**src/rtl/x32_div_pkg.sv**
```systemverilog
// Shared constants and state encoding for the 32-by-16 sequential divider.
package x32_div_pkg;

    localparam int DIVIDEND_W = 32;
    localparam int DIVISOR_W  = 16;
    localparam int CNT_W      = 5;

    typedef enum logic [1:0] {
        DIV_IDLE = 2'd0,
        DIV_RUN  = 2'd1,
        DIV_DONE = 2'd2
    } div_state_e;

endpackage

```
**src/rtl/x16_div_step.sv**
```systemverilog
// One restoring-division iteration: shift in a dividend bit, conditionally subtract.
module x16_div_step
    import x32_div_pkg::*;
(
    input  logic [DIVISOR_W:0]   r_in,
    input  logic                 dvd_bit,
    input  logic [DIVISOR_W-1:0] divisor,
    output logic [DIVISOR_W:0]   r_out,
    output logic                 q_bit
);

    // The partial remainder stays below the divisor, so its top bit is shifted out unused.
    logic                 unused_r_msb;
    logic [DIVISOR_W:0]   trial;

    assign unused_r_msb = r_in[DIVISOR_W];

    // Full 17-bit trial compare; truncating it would lose quotient bits for large divisors.
    always_comb begin
        trial = {r_in[DIVISOR_W-1:0], dvd_bit};
        r_out = trial;
        q_bit = 1'b0;
        if (trial >= {1'b0, divisor}) begin
            r_out = trial - {1'b0, divisor};
            q_bit = 1'b1;
        end
    end

endmodule

```
**src/rtl/x32_seq_div.sv**
```systemverilog
// Iterative 32/16 unsigned restoring divider with valid/ready handshakes.
// The first iteration is done on the capture edge, so a normal operation spends
// K-1 cycles in RUN and the result is presented K cycles after acceptance.
module x32_seq_div
    import x32_div_pkg::*;
#(
    parameter int NAPPROX = 0
) (
    input  logic                  clk,
    input  logic                  resetn,
    input  logic                  in_valid,
    output logic                  in_ready,
    input  logic [DIVIDEND_W-1:0] dividend,
    input  logic [DIVISOR_W-1:0]  divisor,
    output logic                  out_valid,
    input  logic                  out_ready,
    output logic [DIVISOR_W-1:0]  quotient,
    output logic [DIVISOR_W-1:0]  remainder,
    output logic                  div_zero,
    output logic                  overflow
);

    if (NAPPROX < 0 || NAPPROX > 8) begin : g_bad_napprox
        $error("x32_seq_div: NAPPROX must be in 0..8");
    end

    // Number of quotient bits actually computed.
    localparam int K = DIVISOR_W - NAPPROX;
    // Count K-1 is consumed on the capture edge; RUN walks K-2 down to 0.
    localparam logic [CNT_W-1:0] CNT_FIRST = CNT_W'(K - 2);

    div_state_e             state, state_nxt;
    logic [CNT_W-1:0]       cnt;
    logic [DIVISOR_W:0]     r_q;
    logic [DIVISOR_W-1:0]   lo_q;
    logic [DIVISOR_W-1:0]   q_acc;
    logic [DIVISOR_W-1:0]   dvs_q;

    logic [DIVISOR_W:0]     step_r, step_r_nxt;
    logic                   step_bit, step_q;
    logic [DIVISOR_W-1:0]   step_dvs;
    logic [DIVISOR_W-1:0]   q_next;
    logic                   is_zero, is_ovf, capture;

    assign is_zero  = (divisor == '0);
    assign is_ovf   = !is_zero && (dividend[DIVIDEND_W-1:DIVISOR_W] >= divisor);
    assign capture  = (state == DIV_IDLE) && in_valid;
    assign q_next   = {q_acc[DIVISOR_W-2:0], step_q};
    assign in_ready = (state == DIV_IDLE);
    assign out_valid = (state == DIV_DONE);

    // Feed the step from the live operands while idle, from the working registers while running.
    always_comb begin
        step_r   = r_q;
        step_bit = lo_q[DIVISOR_W-1];
        step_dvs = dvs_q;
        if (state == DIV_IDLE) begin
            step_r   = {1'b0, dividend[DIVIDEND_W-1:DIVISOR_W]};
            step_bit = dividend[DIVISOR_W-1];
            step_dvs = divisor;
        end
    end

    x16_div_step u_step (
        .r_in    (step_r),
        .dvd_bit (step_bit),
        .divisor (step_dvs),
        .r_out   (step_r_nxt),
        .q_bit   (step_q)
    );

    // State register.
    always_ff @(posedge clk or negedge resetn) begin
        if (!resetn) state <= DIV_IDLE;
        else         state <= state_nxt;
    end

    // Next-state decode.
    always_comb begin
        state_nxt = state;
        case (state)
            DIV_IDLE: if (in_valid) state_nxt = (is_zero || is_ovf) ? DIV_DONE : DIV_RUN;
            DIV_RUN:  if (cnt == '0) state_nxt = DIV_DONE;
            DIV_DONE: if (out_ready) state_nxt = DIV_IDLE;
            default:  state_nxt = DIV_IDLE;
        endcase
    end

    // Iteration counter and result/flag registers; results hold their value outside DONE.
    always_ff @(posedge clk or negedge resetn) begin
        if (!resetn) begin
            cnt       <= '0;
            quotient  <= '0;
            remainder <= '0;
            div_zero  <= 1'b0;
            overflow  <= 1'b0;
        end else if (capture) begin
            cnt      <= CNT_FIRST;
            div_zero <= is_zero;
            overflow <= is_ovf;
            if (is_zero) begin
                quotient  <= '1;
                remainder <= dividend[DIVISOR_W-1:0];
            end else if (is_ovf) begin
                quotient  <= '1;
                remainder <= '0;
            end
        end else if (state == DIV_RUN) begin
            cnt <= cnt - 1'b1;
            if (cnt == '0) begin
                quotient  <= q_next << NAPPROX;
                remainder <= step_r_nxt[DIVISOR_W-1:0];
            end
        end
    end

    // Working registers: partial remainder, pending dividend bits, quotient accumulator.
    always_ff @(posedge clk) begin
        if (capture) begin
            dvs_q <= divisor;
            r_q   <= step_r_nxt;
            lo_q  <= {dividend[DIVISOR_W-2:0], 1'b0};
            q_acc <= {{(DIVISOR_W-1){1'b0}}, step_q};
        end else if (state == DIV_RUN) begin
            r_q   <= step_r_nxt;
            lo_q  <= {lo_q[DIVISOR_W-2:0], 1'b0};
            q_acc <= q_next;
        end
    end

endmodule

```
**config.mk**
```make
export PLATFORM = sky130hd
export DESIGN_NAME = x32_seq_div
export DESIGN_NICKNAME = d
export VERILOG_FILES = /design/src/rtl/x32_div_pkg.sv /design/src/rtl/x16_div_step.sv /design/src/rtl/x32_seq_div.sv
export SDC_FILE = /design/constraint.sdc
export NUM_CORES = 1
export LEC_CHECK = 0
export ABC_AREA = 1
export ABC_CLOCK_PERIOD_IN_PS = 4800
export BUFFER_PORTS_ARGS = -buffer_cell sky130_fd_sc_hd__buf_4
export CORE_AREA = 2 2 109 111
export DETAILED_ROUTE_END_ITERATION = 7
export DIE_AREA = 0 0 111 113
export HOLD_SLACK_MARGIN = 0.05
export PLACE_DENSITY = 0.73
export REMOVE_ABC_BUFFERS = 1
export SYNTH_ARGS = -nofsm -noshare
export SYNTH_HDL_FRONTEND = slang
export SYNTH_SLANG_ARGS = --single-unit
```
**constraint.sdc**
```tcl
create_clock -name clk -period 4.8 [get_ports clk]
set_input_delay 0.72 -clock clk [delete_from_list [all_inputs] [get_ports clk]]
set_output_delay 0.72 -clock clk [all_outputs]
set_load 0.01 [all_outputs]
```
==> flow_summary_export.csv, run 1 <==
group,metric,value,unit
logic_synthesis,ys.flop_type,"edfxtp_1",
sta,drv_slew,0,
floorplan,dieArea,12500,um^2
logic_synthesis,yosysWarningCount,0,
layout,fin_cells,1013,
sta,max_freq,251,MHz
global_routing,grt_max_degree,68,
sta,setup_tns,0,ns
detailed_routing,wl_per_cell,16.2,um
logic_synthesis,yosysSeqAreaShare,0.449,
layout,nNetsFinal,952,
detailed_routing,totalWireLength,16.4,mm
clock_tree,post_cts_resized,0,
layout,final_common_cell,"nand2_1",
logic_synthesis,netlist_area,6120,um^2
worst_setup_path,crit_arrival,4.09,ns
detailed_routing,dr.pass1.iters,5,
global_routing,grt-ovfl-total,0,
worst_setup_path,cp_common_cell,"nand2_1",
clock_tree,cts_tree,"built",
floorplan,start_util,0.543,
sta,fin_skew,0.00889,ns
logic_synthesis,synth_area_leaders,"edfxtp_1 24%, dfrtp_1 17%, nand2_1 12%",
logic_synthesis,synth_top_cell_area_share,0.236,
sta,worstMarginPinSlew,0.980,ns
clock_tree,cts_setup_buffers,0,
floorplan,num_io_pins,88,
sta,finalHoldViolations,0,
clock_tree,cts_root_buf,"clkbuf_16",
clock_tree,h-tree-depth,3,
clock_tree,cts_sinks,103,
logic_synthesis,avgSynthCellArea,7.73,um^2
flow_run,max_cap_violations,0,
floorplan,rows,39,
sta,setup_viol,0,
global_routing,track_usage,0.270,
layout,antenna_cells,0,
sta,timing.final.crit_period,3.98,ns
worst_setup_path,crit_slowest_cell,"nor2_4",
logic_synthesis,synth_area_leader_cell,"edfxtp_1",
global_routing,grt_pass1_vias,5380,
detailed_routing,ant_nets,0,
layout,final_cell_mix,"187 x nand2_1, 109 x inv_1, 91 x buf_4",
logic_synthesis,async_flop_share,0.398,
worst_setup_path,worstPathRequired,4.91,ns
worst_setup_path,criticalPathCategory,"flop to flop",
sta,rsz0062_at_grt,"false",
logic_synthesis,synth-seq-cells,103,
global_routing,grt_first_pass_wirelength,26.8,mm
detailed_routing,drc,0,
worst_setup_path,cp-start-kind,"flop",
placement,port_buffers,87,
run_status,status,"finished, final reports clean",
worst_setup_path,max_stage_delay,0.47,ns
worst_hold_path,hold_class,"input port to async pin",
sta,slew-limit-headroom,0.346,
sta,finalCritPeriodShare,0.830,
global_routing,antenna_found_initial,0,
worst_setup_path,crit_path_end_kind,"flop",
logic_synthesis,synthCells,791,
placement,place.gp.congestion,0.930,
clock_tree,numCtsBuffers,9,
clock_tree,clk_latency,0.36,ns
layout,areaGrowthSynthToFinish,16.5,%
detailed_routing,drt-initial-drc-count,435,
detailed_routing,viasPerCell,5.40,
floorplan,coreArea,11300,um^2
floorplan,dieHeight,113,um
placement,hpwlAfterDp,12.3,mm
layout,drive_above_1_share,0.143,
clock_tree,clk_pin_slew,0.07,ns
logic_synthesis,synth.distinct_cells,33,
worst_setup_path,crit_chain,"nor2_4 > inv_2 > or2_2 > o21ai_0 > inv_1 > ha_1 > nand2_1 > nor2_1 > nand3_1 > nor2_1 > nand2_1 > nand3_4 > nand2_1 > and2_1",
placement,dp_cells,997,
worst_setup_path,critPathMaxFanout,22,
floorplan,die_width,111,um
logic_synthesis,synth_enable_flop_cells,48,
detailed_routing,via_count,5475,
clock_tree,cts_hold_buf,0,
clock_tree,cts.path.max_buffers,2,
[synth_stat cells (2+ instances only)]
library cell,n
a21o_1,2
a21oi_1,59
and2_1,14
buf_1,3
buf_2,5
buf_6,3
clkbuf_1,17
dfrtp_1,41
dfxtp_1,14
edfxtp_1,48
ha_1,34
inv_1,109
inv_2,3
nand2_1,188
nand3_1,33
nand3b_1,4
nand4_1,20
nor2_1,83
nor3_1,17
o21ai_0,65
o31ai_1,2
or2_2,11
xnor2_1,4
xor2_1,3
[state kept, by name, indices dropped and copies added, names as in the netlist, 2 cells and up]
name	count
dvs_q	16
quotient	16
r_q	16
remainder	16
lo_q	15
q_acc	15
cnt	5
state	2
[path summary, 6_finish.rpt]
check,startpoint,end,slack (ns),cells after the start
min reg2reg,q_acc[12],quotient[13],0.46,2
min in group clk,q_acc[12],quotient[13],0.46,2
max in group asynchronous,resetn,remainder[12],4.08,1
max,state[1],r_q[9],0.82,14
max reg2reg,state[1],r_q[9],0.82,14
min,resetn,cnt[2],0.35,1
[metrics by stage]
| stage | util | setup slack (ns) | hold WS (ns) | cell area [um^2] |
|---|---|---|---|---|
| after CTS | 0.633 | 0.868 | 0.352 | 7130 |
| after detailed placement | 0.608 | 0.881 | 0.456 | 6850 |
| final | 0.633 | 0.817 | 0.346 | 7130 |
| after global routing | 0.633 | 0.518 | 0.387 | 7130 |
| after global placement | 0.608 | 0.934 | 0.449 | 6850 |
| after floorplan | - | 1.05 | 0.424 | 5980 |
[area by class of cell]
type / instances / area [um^2]
sequential: 103 / 2750
fill: 991 / 4140
tap: 143 / 179
clock buffer: 11 / 233
inverter: 112 / 420
timing repair buffer: 91 / 683
multi-input combinational: 548 / 2820
clock inverter: 5 / 48.8
[critical path, delay by kind of cell (launching register included)]
kind | cells | cell delay [ns]
AOI/OAI and AO/OA | 1 | 0.11
adders and majority gates | 1 | 0.41
buffers and inverters | 2 | 0.32
DFF | 1 | 0.43
and+or+nand+nor | 10 | 2.45
[layer usage]
metal | wire, um | GRT usage | part of all wire
met3 | 1230 | 0.0643 | 0.075
met4 | 401 | 0.0883 | 0.024
met2 | 7600 | 0.440 | 0.46
met5 | 0 | 0 | 0
met1 | 7180 | 0.358 | 0.44
[logic make-up after synthesis]
family	after synthesis	share of synthesized area
fa+ha+maj	35	0.0728
simple gates	374	0.265
buf+inv	140	0.0906
xor+xnor	7	0.0100
compound gates	132	0.112
flops	103	0.449
Power of run 1 is not shown: default switching activity piles up to over one toggle a cycle in this logic, so the estimate is an artifact.
==> run 2, diff against run 1 <==
ABC_CLOCK_PERIOD_IN_PS = 3820   (was 4800)
clock period = 3.82 ns   (was 4.8 ns; I/O delays follow)
==> run 2 against run 1 <==
Net effect: final cell count increased by 0.49%; sequential cell count is the same; die area unchanged; via count decreased by 2.3%; hold slack worse by 0.15 ns; sequential share of layout area decreased by 0.30 points; utilization up 0.49 points; global-route usage fell by 0.56 points; clock skew shrank 0.0012 ns; design area is 0.77% higher; fmax up 19%; critical endpoint is now remainder[3]; largest cell class unchanged.
==> flow_summary_export.csv, run 2 (synthesized netlist as in run 1, its figures left out) <==
group,metric,value,unit
worst_setup_path,crit_slowest_cell,"dfrtp_1",
worst_setup_path,max_stage_delay,0.43,ns
global_routing,grt-ovfl-total,0,
sta,rsz0062_at_grt,"false",
global_routing,track_usage,0.264,
worst_setup_path,critPathMaxFanout,18,
clock_tree,post_cts_resized,0,
floorplan,dieHeight,113,um
clock_tree,cts_tree,"built",
worst_setup_path,crit_arrival,3.62,ns
floorplan,num_io_pins,88,
placement,dp_cells,1002,
clock_tree,numCtsBuffers,9,
worst_setup_path,crit_path_end_kind,"flop",
clock_tree,cts_root_buf,"clkbuf_16",
clock_tree,clk_latency,0.36,ns
floorplan,coreArea,11300,um^2
detailed_routing,via_count,5349,
flow_run,max_cap_violations,0,
worst_setup_path,worstPathRequired,4.10,ns
sta,drv_slew,0,
clock_tree,clk_pin_slew,0.07,ns
sta,setup_viol,0,
sta,finalHoldViolations,0,
global_routing,grt_pass1_vias,5374,
layout,final_cell_mix,"187 x nand2_1, 109 x inv_1, 96 x buf_4",
layout,final_common_cell,"nand2_1",
clock_tree,cts_sinks,103,
worst_setup_path,crit_chain,"nor2_4 > inv_2 > or2_2 > o21ai_0 > inv_1 > ha_1 > nand2_1 > inv_1 > nand2_1 > nand2_1 > inv_1 > nand3_1 > nand2_1 > nand3_4 > nand2_1 > nand3_1 > a21oi_1",
layout,drive_above_1_share,0.150,
clock_tree,h-tree-depth,3,
floorplan,dieArea,12500,um^2
sta,setup_tns,0,ns
floorplan,die_width,111,um
detailed_routing,drc,0,
sta,timing.final.crit_period,3.33,ns
layout,stdcell_area,7190,um^2
placement,port_buffers,87,
sta,holdWs,0.197,ns
clock_tree,cts_setup_buffers,0,
worst_setup_path,cp-start-kind,"flop",
detailed_routing,drt-initial-drc-count,393,
clock_tree,cts.path.max_buffers,2,
placement,post_dp_cell_area,6890,um^2
clock_tree,cts_hold_buf,0,
detailed_routing,wl_per_cell,15.8,um
layout,fin_cells,1018,
layout,nNetsFinal,957,
placement,place.gp.congestion,0.953,
global_routing,grt_max_degree,42,
placement,hpwlAfterDp,12.3,mm
global_routing,grt_first_pass_wirelength,26.3,mm
sta,fin_skew,0.00769,ns
detailed_routing,ant_nets,0,
detailed_routing,totalWireLength,16.0,mm
sta,slew-limit-headroom,0.474,
sta,max_freq,300,MHz
worst_hold_path,hold_class,"input port to async pin",
worst_setup_path,criticalPathCategory,"flop to flop",
global_routing,antenna_found_initial,0,
sta,worstMarginPinSlew,0.786,ns
layout,areaGrowthSynthToFinish,17.4,%
floorplan,start_util,0.543,
sta,finalCritPeriodShare,0.873,
detailed_routing,viasPerCell,5.25,
floorplan,rows,39,
worst_setup_path,cp_common_cell,"nand2_1",
layout,antenna_cells,0,
detailed_routing,dr.pass1.iters,5,
run_status,status,"finished, final reports clean",
==> run 2: cell types whose count changed in the layout (fill, tap and decap cells not counted) <==
cell,change
buf_4,+5
clkbuf_1,-2
clkbuf_8,+3
clkinv_8,-1
==> run 2: per-stage QoR <==
stage                     utilization  worst slack (ns)
final                           0.637             0.486
after detailed placement        0.611             0.543
after global routing            0.637             0.160
after floorplan                     -            0.0681
after global placement          0.611             0.579
after CTS                       0.637             0.505
==> run 2: worst paths after layout <==
kind,start,end,slack (ns),cells past startpoint
max,state[1],remainder[3],0.49,17
max reg2reg,state[1],remainder[3],0.49,17
max in group asynchronous,resetn,remainder[10],3.25,1
min reg2reg,q_acc[10],quotient[11],0.47,2
min in group clk,out_ready,state[1],0.39,2
min,resetn,cnt[2],0.20,1
==> run 2: area by class of cell <==
class                           instances  area [um^2]
Fill cell                            1000         4090
Multi-Input combinational cell        548         2820
Sequential cell                       103         2750
Timing Repair Buffer                   96          721
Inverter                              112          420
Clock buffer                           12          267
Tap cell                              143          179
Clock inverter                          4         32.5
==> run 2: metal layers <==
layer	track usage	up-vias	part of all wire
met4	0.0775	0	0.018
li1	-	2728	-
met1	0.342	2448	0.44
met3	0.0627	26	0.065
met2	0.447	147	0.48
met5	0	-	0
==> run 2: critical path, delay by kind of cell (launching register included) <==
kind            cells  cell delay [ns]
compound gates      2             0.35
flops               1             0.43
simple gates       10             1.74
fa+ha+maj           1             0.36
buf+inv             4             0.37
Power of run 2 is left out for the same reason.
